$ cat config.mk
export PLATFORM = sky130hd
export DESIGN_NAME = plic_mc_core
export DESIGN_NICKNAME = d
export VERILOG_FILES = /design/src/rtl/plic_mc_core.sv
export SDC_FILE = /design/constraint.sdc
export NUM_CORES = 1
export LEC_CHECK = 0
export BUFFER_PORTS_ARGS = -buffer_cell sky130_fd_sc_hd__buf_2
export CAP_MARGIN = 20
export CORE_MARGIN = 8
export CORE_UTILIZATION = 52
export CTS_CLUSTER_SIZE = 30
export DETAILED_ROUTE_END_ITERATION = 10
export PLACE_DENSITY = 0.8
export SLEW_MARGIN = 20
export SYNTH_ARGS = -nofsm -noshare
export SYNTH_HDL_FRONTEND = slang
export SYNTH_SLANG_ARGS = --single-unit
$ cat constraint.sdc
create_clock -name clk -period 10.65 [get_ports clk]
set_clock_uncertainty 0.15 [all_clocks]
set_input_delay 1.5975 -clock clk [delete_from_list [all_inputs] [get_ports clk]]
set_output_delay 1.5975 -clock clk [all_outputs]
set_load 0.005 [all_outputs]
$ cat src/rtl/plic_mc_core.sv
`default_nettype none
// ----------------------------------------------------------------------------
// plic_mc_core : multi-context PLIC core with level/edge gateways and claim/complete
// Rev 1.0
// ----------------------------------------------------------------------------
module plic_mc_core #(
  parameter int          NUM_SOURCES  = 6,
  parameter int          NUM_CONTEXTS = 1,
  parameter int          PRIO_W       = 3,
  parameter logic [31:0] EDGE_MASK    = 32'd0,
  parameter int          EDGE_CNT_W   = 2
) (
  input  logic                    clk,
  input  logic                    reset,
  input  logic [NUM_SOURCES:0]    irq_src_i,
  input  logic                    bus_sel_i,
  input  logic                    bus_we_i,
  input  logic [23:0]             bus_addr_i,
  input  logic [31:0]             bus_wdata_i,
  output logic [31:0]             bus_rdata_o,
  output logic                    bus_ack_o,
  output logic [NUM_CONTEXTS-1:0] irq_o
);

  localparam int NS = NUM_SOURCES;
  localparam int NC = NUM_CONTEXTS;
  localparam logic [EDGE_CNT_W-1:0] CNT_MAX = '1;

  logic [PRIO_W-1:0]     prio     [1:NS];
  logic [EDGE_CNT_W-1:0] cnt      [1:NS];
  logic [EDGE_CNT_W-1:0] cnt_next [1:NS];
  logic [NS:1]           pending, inflight, src_q, rise;
  logic [NS:1]           set_pend, claim_bit, done_bit;
  logic [NS:1]           enable   [NC];
  logic [PRIO_W-1:0]     thr      [NC];
  logic [4:0]            max_id   [NC];
  logic [4:0]            win_id   [NC];
  logic [PRIO_W-1:0]     win_prio [NC];
  logic [4:0]            claim_id;
  logic [31:0]           rdata_next;
  logic                  unused_bits;

  // Address decode
  logic [9:0] prio_idx;
  logic [4:0] en_ctx;
  logic [2:0] hi_ctx;
  logic       sel_prio, sel_pend, sel_en, sel_thr, sel_claim;

  assign prio_idx  = bus_addr_i[11:2];
  assign en_ctx    = bus_addr_i[11:7];
  assign hi_ctx    = bus_addr_i[14:12];
  assign sel_prio  = (bus_addr_i[23:12] == 12'h000) && (prio_idx >= 10'd1) && (prio_idx <= 10'(NS));
  assign sel_pend  = (bus_addr_i == 24'h001000);
  assign sel_en    = (bus_addr_i[23:12] == 12'h002) && (bus_addr_i[6:0] == 7'd0) && (en_ctx < 5'(NC));
  assign sel_thr   = (bus_addr_i[23:15] == 9'h040) && (bus_addr_i[11:0] == 12'h000) && ({1'b0, hi_ctx} < 4'(NC));
  assign sel_claim = (bus_addr_i[23:15] == 9'h040) && (bus_addr_i[11:0] == 12'h004) && ({1'b0, hi_ctx} < 4'(NC));

  assign rise        = irq_src_i[NS:1] & ~src_q;
  assign unused_bits = ^{irq_src_i[0], bus_wdata_i};

  // Arbiter: starting the running best at the threshold makes "priority > threshold"
  // implicit, and a strict compare in ascending ID order gives ties to the lowest ID.
  always_comb begin
    for (int c = 0; c < NC; c++) begin
      win_id[c]   = 5'd0;
      win_prio[c] = thr[c];
      for (int i = 1; i <= NS; i++) begin
        if (pending[i] && enable[c][i] && (prio[i] > win_prio[c])) begin
          win_id[c]   = 5'(i);
          win_prio[c] = prio[i];
        end
      end
    end
  end

  // Gateways
  always_comb begin
    set_pend = '0;
    for (int i = 1; i <= NS; i++) begin
      cnt_next[i] = '0;
      if (EDGE_MASK[i]) begin
        set_pend[i] = (cnt[i] != '0) && !pending[i] && !inflight[i];
        cnt_next[i] = cnt[i];
        // An edge landing while the counter drains is kept even at saturation.
        if (rise[i] && ((cnt[i] != CNT_MAX) || set_pend[i])) begin
          if (!set_pend[i]) cnt_next[i] = cnt[i] + 1'b1;
        end else if (set_pend[i]) begin
          cnt_next[i] = cnt[i] - 1'b1;
        end
      end else begin
        set_pend[i] = irq_src_i[i] && !pending[i] && !inflight[i];
      end
    end
  end

  // Claim / complete
  always_comb begin
    claim_id  = 5'd0;
    claim_bit = '0;
    done_bit  = '0;
    for (int c = 0; c < NC; c++) begin
      if (bus_sel_i && sel_claim && (hi_ctx == 3'(c))) begin
        if (!bus_we_i) begin
          claim_id = max_id[c];
        end else begin
          for (int i = 1; i <= NS; i++) begin
            if ((bus_wdata_i[4:0] == 5'(i)) && inflight[i] && enable[c][i]) done_bit[i] = 1'b1;
          end
        end
      end
    end
    for (int i = 1; i <= NS; i++) begin
      claim_bit[i] = (claim_id == 5'(i));
    end
  end

  // Read mux
  always_comb begin
    rdata_next = '0;
    if (sel_pend) rdata_next = 32'({pending, 1'b0});
    for (int i = 1; i <= NS; i++) begin
      if (sel_prio && (prio_idx == 10'(i))) rdata_next = 32'(prio[i]);
    end
    for (int c = 0; c < NC; c++) begin
      if (sel_en && (en_ctx == 5'(c)))     rdata_next = 32'({enable[c], 1'b0});
      if (sel_thr && (hi_ctx == 3'(c)))    rdata_next = 32'(thr[c]);
      if (sel_claim && (hi_ctx == 3'(c)))  rdata_next = 32'(max_id[c]);
    end
  end

  always_ff @(posedge clk or posedge reset) begin
    if (reset) begin
      bus_ack_o   <= 1'b0;
      bus_rdata_o <= '0;
      irq_o       <= '0;
      pending     <= '0;
      inflight    <= '0;
      src_q       <= '0;
      for (int i = 1; i <= NS; i++) begin
        prio[i] <= '0;
        cnt[i]  <= '0;
      end
      for (int c = 0; c < NC; c++) begin
        enable[c] <= '0;
        thr[c]    <= '0;
        max_id[c] <= '0;
      end
    end else begin
      bus_ack_o   <= bus_sel_i;
      bus_rdata_o <= bus_sel_i ? rdata_next : 32'd0;
      src_q       <= irq_src_i[NS:1];
      pending     <= (pending | set_pend) & ~claim_bit;
      inflight    <= (inflight | claim_bit) & ~done_bit;
      for (int i = 1; i <= NS; i++) begin
        cnt[i] <= cnt_next[i];
        if (bus_sel_i && bus_we_i && sel_prio && (prio_idx == 10'(i)))
          prio[i] <= bus_wdata_i[PRIO_W-1:0];
      end
      for (int c = 0; c < NC; c++) begin
        max_id[c] <= win_id[c];
        irq_o[c]  <= (win_id[c] != 5'd0);
        if (bus_sel_i && bus_we_i && sel_en && (en_ctx == 5'(c)))
          enable[c] <= bus_wdata_i[NS:1];
        if (bus_sel_i && bus_we_i && sel_thr && (hi_ctx == 3'(c)))
          thr[c] <= bus_wdata_i[PRIO_W-1:0];
      end
    end
  end

endmodule
`default_nettype wire

==> key figures <==
Timing
  – Relative max-transition margin: 0.4375
  – Worst slew pin tran: between 800 and 900 ps
  – F_max: 114.4 MHz
  – Final setup violating endpoints: 0
  – Sum of negative setup slack: 0 ps
  – Number of pins with negative max-slew slack in the final report: 0
  – Final Worst Setup Slack: approximately 1900 ps
  – Fin crit period: ~9000 ps
  – Total count of hold-check failures in the final report: 0
  – Share of the clock period used by the worst path: 0.8206
  – Unrepaired setup endpoints after global routing: false

Placement
  – Placed cells: between 400 and 500
  – Count of input and output buffers: 49
  – Setup slack at placement: 2051 ps
  – Hpwl dp: 6710 µm
  – Routability cong.: 0.9251

Route
  – DR DRC count: 0
  – Detailed Route WL: 8503 µm
  – Total via count after detailed routing: 2,867
  – Average wire length per cell after detail routing: 17.60 µm
  – Final antenna-violating net count: 0
  – Violation count after the first detailed-routing iteration: 196
  – First-pass DRT Iterations: 4
  – Vias per std cell: 5.936

Final layout
  – Area growth from synthesis to layout: 9.421%
  – Antenna diodes: 0
  – Share of post-route cells with drive strength above 1: 0.2266
  – Leading cell type in the layout, fill and taps excluded: dfrtp_1
  – Commonest cells after routing, fill and taps aside: 51 x dfrtp_1, 49 x buf_2, 34 x nor2_1
  – Final-stage net count: 484
  – Number of non-filler instances in the completed layout: 483

Min path
  – Worst Hold Class: reg2reg

Pwr
  – Cell-internal power: 249.3 µW
  – Portion of total power attributed to the clock network: 0.349
  – Final Total Pwr: about 340 µW
  – Switching power share of the total: 0.2577
  – Static leakage: 1.764 nW
  – Seq pwr share: 0.577
  – Combinational fraction of design power: 0.074
  – Maximum ir drop on the vdd rail: 0.1083 mV
  – Net Sw Power: 86.52 µW
  – Power per standard cell area: 90.98 nW/µm²

CTS
  – Clock buffer count from CTS: 5
  – Hold bufs inserted after CTS: 0
  – Root buffer selected by CTS: clkbuf_8
  – CTS tree: yes
  – Sinks on Clock Net: 51
  – Resized cells post-CTS: 0
  – Clock buffer depth: 2
  – Clock slew at reported path FFs: about 100 ps
  – CTS H-Tree Depth: 2
  – Post-CTS setup buffer count: 0
  – Source-to-sink clock delay at the later pin of the worst-skew pair: between 300 and 400 ps

Synth
  – Count of yosys warnings during synthesis: 0
  – Count of distinct cell types in the synthesized netlist: just over 60
  – Number of flops mapped to enable cells by yosys: 0
  – Count of mapped cells out of synthesis: about 360
  – Share of flip-flops with an asynchronous set or reset: 1.000
  – Number of synthesized register bits: 51
  – Post-synthesis area per instance: between 9 and 10 µm²
  – Mapped Area: 3373 µm²
  – Ys flop type: dfrtp_1
  – Post-synthesis sequential area ratio: 0.3783

Worst setup path
  – Most used cell along the critical path: ha_1
  – Nature of the critical path startpoint: register
  – Arrival time of data at the critical path endpoint: 8760 ps
  – Highest-delay cell along the critical path: o2111ai_1
  – Maximum net fanout on the critical path: 7
  – Path type of the worst setup path: reg2reg
  – CP Data Required Time: ~11,000 ps
  – Kind of end point of the critical path: register
  – Crit-path max cell delay: 570 ps

Global route
  – Global-route wire length before repair: roughly 13,000 µm
  – Remaining global-route overflow: 0
  – Pin count of the biggest net entering global routing: between 50 and 60
  – Via count of the first global-routing pass: 2,767
  – Antenna violations before repair: 0
  – All-layer global routing usage: 0.1856

Die
  – Die Wd: 96.54 µm
  – Initial standard-cell utilization of the core: 0.5343
  – CORE AREA: 6314 µm²
  – Die outline height: 96.54 µm
  – I/O pin total: slightly above 100
  – Placement row count: 29
  – Area of the die: 9320 µm²

Job
  – Max-cap check violation count: 0

Outcome
  – Outcome: finished clean
[worst max-delay path, delay by kind of cell, from the launching register on]
family                   cells  cell delay [ps]
buffers and inverters        2              300
AND/OR/NAND/NOR             11             1990
multiplexers                 3              890
AO/OA/AOI/OAI               14             3270
adder cells (fa/ha/maj)      6             1590
flip-flops                   1              440
[cells by family (layout without fill, tap and decap cells)]
| group | after synthesis | in the layout | synth area share |
|---|---|---|---|
| multiplexers | 30 | 30 | 0.1016 |
| other | 1 | 25 | 0.001112 |
| AND/OR/NAND/NOR | 133 | 133 | 0.2166 |
| adder cells (fa/ha/maj) | 12 | 12 | 0.04451 |
| AO/OA/AOI/OAI | 81 | 81 | 0.1777 |
| flip-flops | 51 | 51 | 0.3783 |
| buffers and inverters | 47 | 74 | 0.08012 |
[state kept, by name, indices dropped and copies added, names as in the netlist]
name	flops
thr	3
pending	6
prio	18
bus_rdata_o	7
max_id	3
inflight	6
irq_o	1
bus_ack_o	1
enable	6
[layout make-up]
type	instances	area [µm²]
multi-input cells	281	1917
well taps	77	96.34
flip-flops and latches	51	1276
clock inverters	3	22.52
inverters	17	65.06
repair buffers	49	245.2
fillers	555	2623
clock buffers	5	68.82
[layer usage]
layer,vias to the layer above,global-route usage,part of all wire
met5,-,0,0
met4,0,0.05422,0.016
met3,11,0.03478,0.095
met2,151,0.3095,0.46
met1,1354,0.2392,0.43
li1,1351,-,-
[path summary, 6_finish.rpt]
kind                       depth (start not counted)  slack [ps]               endpoint                  start
max                                               36        1910        irq_o$_DFF_PP0_     thr[2]$_DFFE_PP0P_
min                                                1         340  inflight[5]$_DFF_PP0_  inflight[5]$_DFF_PP0_
max reg2reg                                       36        1910        irq_o$_DFF_PP0_     thr[2]$_DFFE_PP0P_
min reg2reg                                        1         340  inflight[5]$_DFF_PP0_  inflight[5]$_DFF_PP0_
max in group asynchronous                          2        8570   prio[11]$_DFFE_PP0P_                  reset
min in group asynchronous                          2        1260  inflight[5]$_DFF_PP0_                  reset
[cells in the mapped netlist (2+ instances only)]
library cell,number,share of area
nor2_1,34,0.038
o21ai_1,3,0.0044
mux2_4,2,0.0089
mux2i_1,2,0.0059
or4_1,3,0.0067
nand2_1,29,0.032
nor3_1,7,0.010
and3_1,10,0.019
a31oi_1,3,0.0056
nand3_1,10,0.015
a21boi_0,2,0.0044
o2111ai_1,2,0.0052
inv_1,17,0.019
a211oi_2,2,0.0074
buf_4,25,0.056
a22oi_1,7,0.016
mux2_1,6,0.020
ha_1,12,0.045
a211oi_1,3,0.0067
nor4b_4,2,0.014
a2111oi_0,2,0.0052
o31a_1,2,0.0052
nand2b_1,3,0.0056
and2_1,2,0.0037
o31ai_1,5,0.011
nand4_1,4,0.0074
dfrtp_1,51,0.38
nor2b_1,10,0.019
o21a_1,7,0.016
a21oi_1,9,0.013
clkbuf_1,5,0.0056
mux2_2,20,0.067
o21ai_0,18,0.027
nor4_1,8,0.015
[power by group through the flow]
stage	clock (mW)	combinational, mW	sequential [mW]
floorplan	0	0.0179	0.198
global placement	0	0.0238	0.198
detailed placement	0	0.0245	0.198
CTS	0.119	0.0245	0.194
global route	0.125	0.0277	0.194
finish	0.117	0.0249	0.194
[stage by stage]
stage / util / instance area (µm²) / hold WS [ps]
global placement: 0.5700 / 3598 / 315.0
global route: 0.5846 / 3691 / 383.3
detailed placement: 0.5700 / 3598 / 331.4
floorplan: - / 3463 / 299.1
CTS: 0.5844 / 3690 / 349.3
finish: 0.5846 / 3691 / 343.1
(Power assumes the default switching activity.)
